--- config.mk ---
export PLATFORM = sky130hd
export DESIGN_NAME = wait_event_arbiter
export DESIGN_NICKNAME = d
export VERILOG_FILES = /design/src/rtl/wait_event_arbiter.sv
export SDC_FILE = /design/constraint.sdc
export NUM_CORES = 1
export LEC_CHECK = 0
export CAP_MARGIN = 25
export CORE_ASPECT_RATIO = 1.75
export CORE_UTILIZATION = 43
export DETAILED_ROUTE_END_ITERATION = 6
export GPL_ROUTABILITY_DRIVEN = 0
export HOLD_SLACK_MARGIN = 0.03
export PLACE_DENSITY = 0.79
export SLEW_MARGIN = 20
export SYNTH_ARGS = -nofsm -noshare
export SYNTH_HDL_FRONTEND = slang
export SYNTH_SLANG_ARGS = --single-unit
--- constraint.sdc ---
create_clock -name clk -period 3.65 [get_ports clk]
set_clock_uncertainty 0.05 [all_clocks]
set_input_delay 1.095 -clock clk [delete_from_list [all_inputs] [get_ports clk]]
set_output_delay 1.095 -clock clk [all_outputs]
set_load 0.01 [all_outputs]
--- src/rtl/wait_event_arbiter.sv ---
// Round-robin arbiter sharing one wait-event checker among NB_REQ command sources.
// Launches the granted command, adds a cycle watchdog, and returns per-requester done/error.
module wait_event_arbiter #(
    parameter  int NB_REQ    = 4,
    parameter  int WAIT_SIZE = 5,
    parameter  int WD_MARGIN = 16,
    localparam int IDX_W     = (WAIT_SIZE > 1) ? $clog2(WAIT_SIZE) : 1
) (
    input  logic                      clk,
    input  logic                      rst,
    input  logic [NB_REQ-1:0]         i_req,
    input  logic [NB_REQ-1:0]         i_sel_wtr_wtf,
    input  logic [NB_REQ*IDX_W-1:0]   i_wait_idx,
    input  logic [NB_REQ*32-1:0]      i_timeout,
    output logic [NB_REQ-1:0]         o_gnt,
    output logic [NB_REQ-1:0]         o_done,
    output logic                      o_err,
    output logic                      o_en_wait_event,
    output logic [31:0]               o_wait_en,
    output logic                      o_sel_wtr_wtf,
    output logic [31:0]               o_max_timeout,
    input  logic                      i_wait_done,
    output logic                      o_busy
);

    localparam int PTR_W = $clog2(NB_REQ);

    typedef enum logic [1:0] {
        ST_IDLE   = 2'd0,
        ST_LAUNCH = 2'd1,
        ST_WAIT   = 2'd2,
        ST_RESP   = 2'd3
    } state_t;

    state_t              r_state;
    state_t              w_state_nxt;

    logic [PTR_W-1:0]    r_rr_ptr;
    logic [PTR_W-1:0]    r_winner;
    logic [32:0]         r_counter;
    logic                r_err;
    logic [31:0]         r_wait_en;
    logic                r_sel;
    logic [31:0]         r_max_timeout;

    logic                w_any_req;
    logic [PTR_W-1:0]    w_pick;
    logic [IDX_W-1:0]    w_pick_idx;
    logic                w_pick_sel;
    logic [31:0]         w_pick_tmo;
    logic [NB_REQ-1:0]   w_onehot;
    logic [32:0]         w_wd_limit;
    logic                w_wd_hit;

    // First pending requester at or after r_rr_ptr, wrapping modulo NB_REQ.
    always_comb begin
        w_any_req = 1'b0;
        w_pick    = '0;
        for (int unsigned off = 0; off < NB_REQ; off++) begin
            for (int unsigned c = 0; c < NB_REQ; c++) begin
                if (!w_any_req && i_req[c] &&
                    (c == (32'(r_rr_ptr) + off) % 32'(NB_REQ))) begin
                    w_any_req = 1'b1;
                    w_pick    = PTR_W'(c);
                end
            end
        end
    end

    always_comb begin
        w_pick_idx = '0;
        w_pick_sel = 1'b0;
        w_pick_tmo = '0;
        for (int unsigned r = 0; r < NB_REQ; r++) begin
            if (32'(w_pick) == r) begin
                w_pick_idx = i_wait_idx[r*IDX_W +: IDX_W];
                w_pick_sel = i_sel_wtr_wtf[r];
                w_pick_tmo = i_timeout[r*32 +: 32];
            end
        end
    end

    always_comb begin
        w_onehot = '0;
        for (int unsigned c = 0; c < NB_REQ; c++) begin
            w_onehot[c] = (32'(r_winner) == c);
        end
    end

    assign w_wd_limit = {1'b0, r_max_timeout} + 33'(WD_MARGIN);
    assign w_wd_hit   = (r_counter == w_wd_limit);

    always_ff @(posedge clk or posedge rst) begin
        if (rst) begin
            r_state <= ST_IDLE;
        end else begin
            r_state <= w_state_nxt;
        end
    end

    always_comb begin
        w_state_nxt     = r_state;
        o_gnt           = '0;
        o_done          = '0;
        o_err           = 1'b0;
        o_en_wait_event = 1'b0;
        o_busy          = 1'b1;
        case (r_state)
            ST_IDLE: begin
                o_busy = 1'b0;
                if (w_any_req) begin
                    w_state_nxt = ST_LAUNCH;
                end
            end
            ST_LAUNCH: begin
                o_gnt           = w_onehot;
                o_en_wait_event = 1'b1;
                w_state_nxt     = ST_WAIT;
            end
            ST_WAIT: begin
                o_gnt = w_onehot;
                if (i_wait_done || w_wd_hit) begin
                    w_state_nxt = ST_RESP;
                end
            end
            ST_RESP: begin
                o_gnt       = w_onehot;
                o_done      = w_onehot;
                o_err       = r_err;
                w_state_nxt = ST_IDLE;
            end
            default: begin
                w_state_nxt = ST_IDLE;
            end
        endcase
    end

    always_ff @(posedge clk or posedge rst) begin
        if (rst) begin
            r_rr_ptr      <= '0;
            r_winner      <= '0;
            r_counter     <= '0;
            r_err         <= 1'b0;
            r_wait_en     <= '0;
            r_sel         <= 1'b0;
            r_max_timeout <= '0;
        end else begin
            case (r_state)
                ST_IDLE: begin
                    if (w_any_req) begin
                        r_winner      <= w_pick;
                        r_wait_en     <= 32'(w_pick_idx);
                        r_sel         <= w_pick_sel;
                        r_max_timeout <= w_pick_tmo;
                    end
                end
                ST_LAUNCH: begin
                    r_counter <= '0;
                    r_err     <= 1'b0;
                end
                ST_WAIT: begin
                    if (r_counter != '1) begin
                        r_counter <= r_counter + 33'd1;
                    end
                    // Checker completion takes priority over a coincident watchdog hit.
                    if (i_wait_done) begin
                        r_err <= 1'b0;
                    end else if (w_wd_hit) begin
                        r_err <= 1'b1;
                    end
                end
                ST_RESP: begin
                    r_rr_ptr <= (32'(r_winner) == 32'(NB_REQ - 1)) ? '0 : r_winner + 1'b1;
                end
                default: begin
                end
            endcase
        end
    end

    assign o_wait_en     = r_wait_en;
    assign o_sel_wtr_wtf = r_sel;
    assign o_max_timeout = r_max_timeout;

endmodule

## After elaboration in Yosys (flattened, before gate mapping)

Cells that the tools add are included.

- Bits in registers: 76
- Bits of input ports: 151
- Logic and storage cells: 158

- Add/subtract/negate cells: 6
- Equal/unequal tests: 27
- Multiplexer cells: 57
- Reductions and logical operators: 60

Operators by type and width:

| cell | number |
|---|---|
| logical NOT 32 bit | 4 |
| 2-to-1 mux 32 bit | 4 |
| case mux 33 bit (2 select lines) | 1 |
| 2-to-1 mux 2 bit | 17 |
| adder 32 x 5 -> 33 bit (second input constant) | 1 |
| adder 33 x 1 -> 33 bit (second input constant) | 1 |
| equality test 33 bit | 1 |
| 2-to-1 mux 33 bit | 1 |
| != test 33 bit (second input constant) | 1 |
| logical AND 1 bit | 31 |
| 2-to-1 mux 1 bit | 26 |
| equality test 2 bit (first input constant) | 8 |
| logical NOT 1 bit | 15 |
| equality test 2 bit (second input constant) | 6 |
| 2-to-1 mux 3 bit | 4 |
| equality test 1 x 2 -> 1 bit (first input constant) | 4 |
| 2-to-1 mux 4 bit | 2 |
| case mux 2 bit (4 select lines) | 1 |
| AND reduction 2 bit | 4 |
| equality test 2 x 1 -> 1 bit (second input constant) | 3 |
| logical NOT 2 bit | 3 |
| != test 2 bit (second input constant) | 3 |
| adder 2 x 1 -> 2 bit (second input constant) | 2 |
| adder 2 bit (second input constant) | 2 |
| other kinds (5) | 5 |

## Longest topological paths before layout

- Word-level depth: 68
- Gate-level depth with buffers: 14
- Gate-level depth less buffers: 14

## Worst setup path after synthesis

No wires, ideal clock.

- Path kind: reg2reg
- Start: register r_max_timeout[4] (netlist: o_max_timeout[4])
- End: register r_state[1]
- Setup time: 0.125 ns
- Data arrival time: 2.513 ns
- Required time: 3.475 ns
- Path slack: 0.962 ns
- Cell stages (with the launch flop): 10
- Buffers on the path: 0
- Clock period less this slack: 2.688 ns
- Cells stage by stage: dfrtp_1 ha_1 xor2_1 nor4_1 nand4_1 a211o_1 or4_4 a2111oi_4 a31o_1 nand3_1

- Longest elaborated chain between the ends: 5

RTL lines:

| element | line | text |
|---|---|---|
| from (decl) | 44 | `logic [31:0] r_max_timeout;` |
| from (signal assigned) | 154 | `r_max_timeout <= w_pick_tmo;` |
| adder 32 x 5 -> 33 bit | 90 | `assign w_wd_limit = {1'b0, r_max_timeout} + 33'(WD_MARGIN);` |
| equality test 33 bit | 91 | `assign w_wd_hit = (r_counter == w_wd_limit);` |
| logical OR 1 bit | 122 | `if (i_wait_done \|\| w_wd_hit) begin` |
| != test 2 bit (no source line) | n/a |  |
| AND reduction 2 bit (no source line) | n/a |  |
| to (signal assigned) | 97 | `r_state <= w_state_nxt;` |
| to (decl) | 35 | `state_t r_state;` |

Every way passes these cells.
A chain may end at the register's enable or synchronous reset.

## Final worst setup path

- Start: register r_counter[22]
- End: register r_counter[12]

- Longest elaborated chain between the ends: 3

RTL lines:

| element | line | text |
|---|---|---|
| from (decl) | 40 | `logic [32:0] r_counter;` |
| from (signal assigned) | 163 | `r_counter <= r_counter + 33'd1;` |
| != test 33 bit | 162 | `if (r_counter != '1) begin` |
| != test 2 bit (no source line) | n/a |  |
| AND reduction 2 bit (no source line) | n/a |  |

Every way passes these cells.

==> qor.csv <==
stage,metric,value,unit
clock_tree,clock_sinks,76,
sta,post-route-period-util,90.37,%
global_routing,antenna_found_initial,0,
sta,tightest_slew,827.0,ps
logic_synthesis,synth_cell_types,61,
worst_hold_path,hold_path_depth,2,
logic_synthesis,ys_async_sr_fraction,100.0,%
final_layout,multi_input_area,3719,um2
critical_path,ff2ff_path_depth,12,
critical_path,path_class,reg -> reg,
place,dp_slack,405.9,ps
logic_synthesis,avgSynthCellArea,7.245,um2
sta,setup_viol,0,
logic_synthesis,synth_edf_count,0,
floorplanning,start_util,44.27,%
sta,setup_slack,351.7,ps
critical_path,timing.rr.end,r_counter[12],
floorplanning,rows,56,
place,io_buffers,197,
logic_synthesis,synth_top_area_share,31.93,%
detailed_routing,final_antenna_net_count,0,
critical_path,start_kind,flop,
floorplanning,dieHeight,157.7,um
sta,rsz0062_at_grt,no,
clock_tree,ctsRootBufferMaster,clkbuf_16,
global_routing,grt_first_pass_wirelength,29.06,mm
worst_hold_path,hp-class,reg -> reg,
final_layout,diodes,0,
logic_synthesis,ys_warn_count,0,
logic_synthesis,netlist_area,5956,um2
detailed_routing,vias_per_cell,5.335,
critical_path,path_max_fanout,6,
clock_tree,worstSkewPairLatency,340,ps
final_layout,mostFrequentLayoutCells,"clkdlybuf4s50_1 (197), nand2_1 (149), nor2_1 (134)",
final_layout,nets,1159,
floorplanning,ios,227,
power,power_density,651.1,nW/um2
clock_tree,cts.repair.resized,0,
critical_path,cp.arrival,3460,ps
logic_synthesis,postSynthCellCount,822,
sta,slew_headroom,44.87,%
floorplanning,dieArea,14340,um2
logic_synthesis,synthTopCellsByArea,"dfrtp_1 (32%), nand2_1 (9.5%), nor2_1 (8.4%)",
sta,maxSlewViolCount,0,
sta,finalSetupTns,0,ps
critical_path,r2r_slack,350,ps
power,vdd_drop_max,0.0003365,V
worst_hold_path,hold_end,r_err,
outcome,status,"complete, no violations",
final_layout,layout_commonest_cell,clkdlybuf4s50_1,
floorplanning,die_w,90.97,um
detailed_routing,drt-total-wl,18.17,mm
sta,hold_viol_final,0,
final_layout,seq_area,1902,um2
clock_tree,ctsLongestPathBuffers,2,
final_layout,fillers,1265,
critical_path,worst_setup_path_end_kind,flop,
clock_tree,hold_buffers,0,
final_layout,final_layout_size_suffix_gt1_share,4.790,%
logic_synthesis,ys_seq_area_share,31.93,%
clock_tree,ctsHtreeMaxLevel,3,
global_routing,grt-ovfl-total,0,
sta,finalCriticalPeriod,3298,ps
detailed_routing,route.vias.total,6274,
place,hpwl,14.19,mm
sta,fmax,303.2,MHz
clock_tree,cts_tree,built,
final_layout,syn_to_final_growth,40.55,%
clock_tree,post_cts_buffers,0,
clock_tree,clk_pin_slew,60,ps
floorplanning,coreArea,13450,um2
logic_synthesis,yosys_register_bits,76,
detailed_routing,drc,0,
power,power_leakage,3.629,nW
detailed_routing,drt_first_iter_violations,312,
global_routing,grt.total_usage,25.69,%
global_routing,grt_pass1_vias,6117,
detailed_routing,drtPass1Iterations,4,
logic_synthesis,dominantRegCellSynth,dfrtp_1,
critical_path,r2r_start,r_counter[22],
logic_synthesis,yosys.area.top_type,dfrtp_1,
clock_tree,numCtsBuffers,9,
flow_run,cap_violations,0,
global_routing,grt_max_degree,77,
detailed_routing,wl_per_cell,15.45,um
worst_hold_path,hp-start,r_err,
critical_path,required,3810,ps
==> sequential cells by signal (all words and copies together) (netlist names) <==
register / count
r_winner: 2
r_state: 2
o_sel_wtr_wtf: 1
o_max_timeout: 32
r_rr_ptr: 2
r_err: 1
o_wait_en: 3
r_counter: 33
==> synthesized netlist by cell type (all sizes together), types with 5 or more instances <==
cell type / instances
a21oi: 12
and2: 10
and3: 11
and4: 6
buf: 36
clkbuf: 37
dfrtp: 76
ha: 11
inv: 15
mux2i: 15
nand2: 150
nand2b: 5
nand3: 70
nand4: 19
nor2: 134
nor2b: 6
nor3: 6
nor4: 8
o21ai: 95
o22ai: 6
xnor2: 22
xor2: 23
==> power breakdown <==
group          internal, mW  leakage [nW]  switching [mW]
clock network         0.704         0.173           0.346
logic                  1.33          2.47            1.52
registers              1.10         0.982           0.441
==> final cells by class <==
class	instances	area share, %
multi-input cells	686	44.42
repair buffers	209	25.38
flip-flops and latches	76	22.72
clock buffers	12	3.064
well taps	174	2.601
clock inverters	4	1.136
inverters	15	0.6726
==> through the flow <==
step	power, mW	util (%)	hold WS [ps]	std cells	instance area, um2
after floorplan	3.186	-	397.2	850	6061
after CTS	5.479	62.22	436.8	1176	8371
after global routing	5.874	62.22	463.5	1176	8371
final	5.450	62.22	433.6	1176	8371
after global placement	4.343	59.61	412.2	1160	8019
after detailed placement	4.410	59.61	423.1	1160	8019
==> logic make-up after synthesis <==
logic type / synth area share, %
xor gates and xnor gates: 6.618
and+or+nand+nor: 34.31
adders and majority gates: 2.311
DFF: 31.93
other: 0.06296
muxes: 3.088
AOI/OAI and AO/OA: 13.97
buffers and inverters: 7.710
==> routing by layer <==
metal | routed length (um) | GRT usage [%]
met1 | 6823 | 27.21
met2 | 9368 | 46.65
met5 | 0 | 0
met4 | 1309 | 19.43
met3 | 663 | 2.738
==> critical path, stage by stage (launching register included) <==
cell and delay (ps):
dfrtp_1 470, and4_1 270, and3_1 210, and3_1 220
nand3_1 100, nor2_1 60, ha_1 210, nor2b_1 360
nand4_1 300, nor4_1 540, nand3_1 170, nand3_1 110
o21ai_0 100
==> worst max path at each step <==
stage	start	endpoint	slack, ps	depth (start not counted)
final	r_counter[22]	r_counter[12]	350	12
after global routing	r_counter[22]	r_counter[12]	30	12
after CTS	r_counter[22]	r_counter[12]	380	12
after detailed placement	i_req[3]	o_max_timeout[20]	410	10
after global placement	r_counter[22]	r_counter[12]	460	12
after floorplan	rst	o_max_timeout[0]	570	1
No activity file was read; power rests on OpenSTA's default activity.
